$ cat config.mk
export PLATFORM = sky130hd
export DESIGN_NAME = uart_tx
export DESIGN_NICKNAME = d
export VERILOG_FILES = /design/src/rtl/uart_pkg.sv /design/src/rtl/uart_baud_cnt.sv /design/src/rtl/uart_tx.sv
export SDC_FILE = /design/constraint.sdc
export NUM_CORES = 1
export LEC_CHECK = 0
export CORE_MARGIN = 4
export CORE_UTILIZATION = 30
export CTS_CLUSTER_DIAMETER = 50
export DETAILED_ROUTE_END_ITERATION = 12
export SKIP_LAST_GASP = 1
export SYNTH_ARGS = -nofsm -noshare
export SYNTH_HDL_FRONTEND = slang
export SYNTH_SLANG_ARGS = --single-unit
$ cat constraint.sdc
create_clock -name clk_i -period 2.1 [get_ports clk_i]
set_clock_uncertainty 0.2 [all_clocks]
set_input_delay 0.42 -clock clk_i [delete_from_list [all_inputs] [get_ports clk_i]]
set_output_delay 0.42 -clock clk_i [all_outputs]
set_load 0.05 [all_outputs]
$ cat src/rtl/uart_pkg.sv
// Shared definitions for the UART transmit/receive pair.
//   - uart_state_e      : frame state encoding (idle, start, data, parity, stop)
//   - PAR_NONE/ODD/EVEN : parity mode codes used by the PARITY parameter
//   - calc_clks_per_bit : clock cycles per serial bit, truncated
package uart_pkg;

  typedef enum logic [2:0] {
    ST_IDLE,
    ST_START,
    ST_DATA,
    ST_PARITY,
    ST_STOP
  } uart_state_e;

  localparam int PAR_NONE = 0;
  localparam int PAR_ODD  = 1;
  localparam int PAR_EVEN = 2;

  function automatic int calc_clks_per_bit(input int clk_freq, input int baud_rate);
    return clk_freq / baud_rate;
  endfunction

endpackage

$ cat src/rtl/uart_baud_cnt.sv
// Bit-period counter shared by the UART transmitter and receiver.
// Counts 0..CLKS_PER_BIT-1 while enabled and wraps to 0; tick_o is high for
// the single cycle in which the count sits at CLKS_PER_BIT-1.
// Ports:
//   clk_i    in  system clock, rising edge
//   nreset_i in  asynchronous active-low reset
//   clr_i    in  restart the bit period at 0 (wins over en_i)
//   en_i     in  count enable
//   tick_o   out last cycle of the current bit period
module uart_baud_cnt #(
  parameter int CLKS_PER_BIT = 10
) (
  input  logic clk_i,
  input  logic nreset_i,
  input  logic clr_i,
  input  logic en_i,
  output logic tick_o
);

  localparam int CNT_W = (CLKS_PER_BIT > 1) ? $clog2(CLKS_PER_BIT) : 1;
  localparam logic [CNT_W-1:0] LAST = CNT_W'(CLKS_PER_BIT - 1);

  logic [CNT_W-1:0] cnt;

  assign tick_o = en_i && (cnt == LAST);

  always_ff @(posedge clk_i or negedge nreset_i) begin
    if (!nreset_i) begin
      cnt <= '0;
    end else if (clr_i) begin
      cnt <= '0;
    end else if (en_i) begin
      cnt <= tick_o ? '0 : cnt + CNT_W'(1);
    end
  end

endmodule

$ cat src/rtl/uart_tx.sv
// UART transmitter: one byte per valid/ready handshake, sent as start bit,
// 8 data bits LSB first, optional parity bit and 1 or 2 stop bits.
// Ports:
//   clk_i    in  system clock, rising edge
//   nreset_i in  asynchronous active-low reset
//   valid_i  in  byte on data_i is offered
//   ready_o  out transmitter accepts a byte this cycle
//   data_i   in  byte to send
//   tx_o     out serial line, idle high, registered
//   busy_o   out frame in progress
module uart_tx
  import uart_pkg::*;
#(
  parameter int CLK_FREQ  = 100_000_000,
  parameter int BAUD_RATE = 9600,
  parameter int PARITY    = 0,
  parameter int STOP_BITS = 1
) (
  input  logic       clk_i,
  input  logic       nreset_i,
  input  logic       valid_i,
  output logic       ready_o,
  input  logic [7:0] data_i,
  output logic       tx_o,
  output logic       busy_o
);

  localparam int CLKS_PER_BIT = calc_clks_per_bit(CLK_FREQ, BAUD_RATE);

  if (CLKS_PER_BIT < 2) begin : g_bad_cpb
    $error("uart_tx: CLKS_PER_BIT must be at least 2");
  end

  uart_state_e state;
  logic [2:0]  bit_idx;
  logic        stop_idx;
  logic        armed;     // low only until the first edge after reset release
  logic [7:0]  shift;
  logic        par_bit;
  logic        tick;
  logic        xfer;
  logic        last_stop_bit;
  logic        frame_end;

  function automatic logic parity_of(input logic [7:0] b);
    return (PARITY == PAR_EVEN) ? ^b : ~^b;
  endfunction

  uart_baud_cnt #(
    .CLKS_PER_BIT(CLKS_PER_BIT)
  ) u_baud (
    .clk_i   (clk_i),
    .nreset_i(nreset_i),
    .clr_i   (xfer),
    .en_i    (state != ST_IDLE),
    .tick_o  (tick)
  );

  assign last_stop_bit = (STOP_BITS == 2) ? stop_idx : 1'b1;
  // Final clock of the last stop bit: a new byte may be accepted here so
  // consecutive frames run with no idle gap.
  assign frame_end = (state == ST_STOP) && tick && last_stop_bit;
  assign ready_o   = armed && ((state == ST_IDLE) || frame_end);
  assign xfer      = valid_i && ready_o;
  assign busy_o    = (state != ST_IDLE);

  // Control path and line output
  always_ff @(posedge clk_i or negedge nreset_i) begin
    if (!nreset_i) begin
      state    <= ST_IDLE;
      tx_o     <= 1'b1;
      bit_idx  <= '0;
      stop_idx <= 1'b0;
      armed    <= 1'b0;
    end else begin
      armed <= 1'b1;
      if (xfer) begin
        state    <= ST_START;
        tx_o     <= 1'b0;
        bit_idx  <= '0;
        stop_idx <= 1'b0;
      end else if (tick) begin
        case (state)
          ST_START: begin
            state   <= ST_DATA;
            tx_o    <= shift[0];
            bit_idx <= '0;
          end
          ST_DATA: begin
            if (bit_idx == 3'd7) begin
              if (PARITY != PAR_NONE) begin
                state <= ST_PARITY;
                tx_o  <= par_bit;
              end else begin
                state <= ST_STOP;
                tx_o  <= 1'b1;
              end
            end else begin
              // shift[1] is the bit that becomes shift[0] at this edge
              tx_o    <= shift[1];
              bit_idx <= bit_idx + 3'd1;
            end
          end
          ST_PARITY: begin
            state <= ST_STOP;
            tx_o  <= 1'b1;
          end
          ST_STOP: begin
            if (last_stop_bit) begin
              state <= ST_IDLE;
              tx_o  <= 1'b1;
            end else begin
              stop_idx <= 1'b1;
            end
          end
          default: begin
            state <= ST_IDLE;
            tx_o  <= 1'b1;
          end
        endcase
      end
    end
  end

  // Data path: byte and its parity captured at the handshake
  always_ff @(posedge clk_i) begin
    if (xfer) begin
      shift   <= data_i;
      par_bit <= parity_of(data_i);
    end else if (tick && (state == ST_DATA) && (bit_idx != 3'd7)) begin
      shift <= {1'b0, shift[7:1]};
    end
  end

endmodule

==> flow_summary.yaml <==
synthesis:
  async_flop_share_pct: 73.3
  synthCells: 151
  yosysTopAreaCell: "dfrtp_1"
  synth.area.top_cells: "dfrtp_1, edfxtp_1, mux2_2, nand2_1, nand3_1"
  synth-edff-count: 8
  seq_area_frac_synth_pct: 47.9
  synth_nets: 165
  avgSynthCellArea_um2: 10.9
  syn_area_um2: 1650
  ys.flop_type: "dfrtp_1"
  synth_most_common_cell: "dfrtp_1"
  netlist.area_leader.share_pct: 31.8
  ys_warn_count: 0
  ys_types: 49
  yosys_register_bits: 30
  synth_commonest_cells: "dfrtp_1, nand2_1"
place:
  dp_hpwl_um: 2660
  pre_cts_slack_ns: -0.246
  dp_cells: 256
  gp_congestion: 0.788
  placed_area_um2: 2110
  portBuffers: 13
sta:
  grt_setup_unrepaired: "yes"
  setup_viol: 8
  max_freq_mhz: 460
  hold_violations: 0
  worst_hold_slack_ns: 0.296
  worst_slack_ns: -0.0729
  fin_crit_ns: 2.17
  fin_crit_sh_pct: 103
  slew_violations: 0
drt:
  dr.pass1.iters: 4
  met2_length_um: 1760
  wl_per_cell_um: 13.7
  vias: 1335
  drc_errors: 0
  routed.top_layer: "met4"
  via_per_inst: 4.96
  drt-met1-wl_um: 1720
  antenna_left: 0
  drt_iter0_markers: 79
  routed_wl_um: 3680
  wl_met3_um: 107
run_status:
  violations: "negative setup slack"
  status: "finished with violations"
clock_network:
  clock_latency_ns: 0.27
  cts.clk_slew.worst_paths_ns: 0.06
  root_buffer: "clkbuf_8"
  htreeDepth: 2
  cts_tree: "built"
  cts_inserted_buffers: 5
  clock_sinks: 30
  clockBufferDepth: 2
worst_hold_path:
  holdCritPathClass: "primary input to asynchronous set/reset pin"
critical_path:
  required_ns: 1.48
  r2r_cells: 7
  cp-endpoint: "ready_o"
  critPathLaunchType: "flip-flop"
  critPathKind: "flip-flop to primary output"
  critPathMaxFanout: 2
  r2r_end: "shift[0]"
  endpoint_kind: "primary output"
  r2r-start: "u_baud.cnt[1]"
  cp-startpoint: "u_baud.cnt[1]"
  r2r_slack_ns: -0.04
  arrival_ns: 1.55
die:
  die_w_um: 82.2
  ios: 14
  initial_utilization_pct: 31.6
  fp.coreArea_um2: 5240
  die_h_um: 82.2
  die-area_um2: 6760
  num_rows: 26
run:
  drv_cap: 0
global_routing:
  grt_pass1_vias: 1357
  antenna_found_initial: 0
  grt_overflow: 0
  track_usage_pct: 12.5
  grt_max_degree: 23
  grt_pass1_wl_um: 6420
cells_and_area:
  antenna_cells: 0
  final_area_um2: 2250
  drive_gt1_share_pct: 35.7
  finish.utilization_pct: 43.0
  num-fill-cells: 500
  syn_to_final_growth_pct: 36.4
  final_cells: 269
  final_nets: 212
power_and_ir_drop:
  p_per_area_nw_per_um2: 762
  ir_worst_vdd_v: 0.000296
  p_leak_nw: 0.959
[per-stage QoR]
| step | setup TNS (ns) | power (mW) |
|---|---|---|
| 2_1_floorplan | -0.00437 | 0.992 |
| 3_3_place_gp | -3.92 | 1.20 |
| 3_5_place_dp | -4.73 | 1.21 |
| 4_1_cts | -0.542 | 1.72 |
| 5_1_grt | -0.997 | 1.83 |
| 6_report | -0.308 | 1.72 |
[sequential cells by signal, indices dropped and copies added, names as in the netlist]
signal	cells
armed	1
shift	8
state	3
bit_idx	3
tx_o	1
u_baud.cnt	14
[kinds of logic (layout without fill, tap and decap cells)]
logic type,after synthesis,in the layout,share of synthesized area (%)
compound gates,34,34,14.5
xor+xnor,4,4,2.12
fa+ha+maj,3,3,2.27
buf+inv,13,61,4.77
flops,30,30,47.9
mux,8,8,5.38
other cells,1,1,0.227
simple gates,58,58,22.8
[report_power, final]
group	switching (mW)	total, mW	internal [mW]
Sequential	0.0572	0.731	0.673
Clock	0.210	0.474	0.264
Combinational	0.248	0.512	0.264
[worst min-delay path by stage]
stage	slack, ns	endpoint	cells after the start	from
6_report	0.30	u_baud.cnt[11]	2	nreset_i
4_1_cts	0.30	u_baud.cnt[11]	2	nreset_i
2_1_floorplan	-0.08	armed	0	nreset_i
5_1_grt	0.32	u_baud.cnt[9]	2	nreset_i
3_5_place_dp	0.34	bit_idx[2]	2	bit_idx[2]
3_3_place_gp	0.33	shift[6]	1	shift[7]
[worst max-delay path: stages, from the launching register on]
cell and delay (ns):
dfrtp_1 0.36, ha_2 0.18, and4_4 0.22, nand4_4 0.10, nand2_2 0.09, and3_4 0.19, buf_12 0.13
[metal layers]
| layer | up-vias | GRT usage, % |
|---|---|---|
| met5 | - | 0 |
| met4 | 0 | 4.98 |
| met3 | 7 | 3.04 |
| met2 | 26 | 20.3 |
| met1 | 643 | 16.0 |
| li1 | 659 | - |
[cell usage in the layout, fill, tap and decap left out, types with 5 or more instances in the layout]
cell / n
dfrtp_1: 21
inv_1: 5
buf_4: 34
a21oi_1: 6
edfxtp_1: 8
nand2_1: 11
nand3_1: 8
o21ai_0: 6
mux2_2: 7
nor2_1: 8
clkdlybuf4s50_1: 9
clkbuf_8: 6
[layout make-up]
cell class	instances	area, um^2	share of cell area (%)
multi-input combinational	108	827	36.7
clock inverter	1	5.00	0.222
timing repair buffer	48	438	19.4
sequential	30	792	35.1
tap	70	87.6	3.88
clock buffer	7	86.3	3.83
inverter	5	18.8	0.832
[what timing repair did]
item                       CTS  global route
setup buffers                4             1
pin swaps                    3             4
cloned                       0             0
gates resized for setup      1             6
hold buffers                 0             0
setup endpoints to repair    3            21
(Power assumes the default switching activity.)
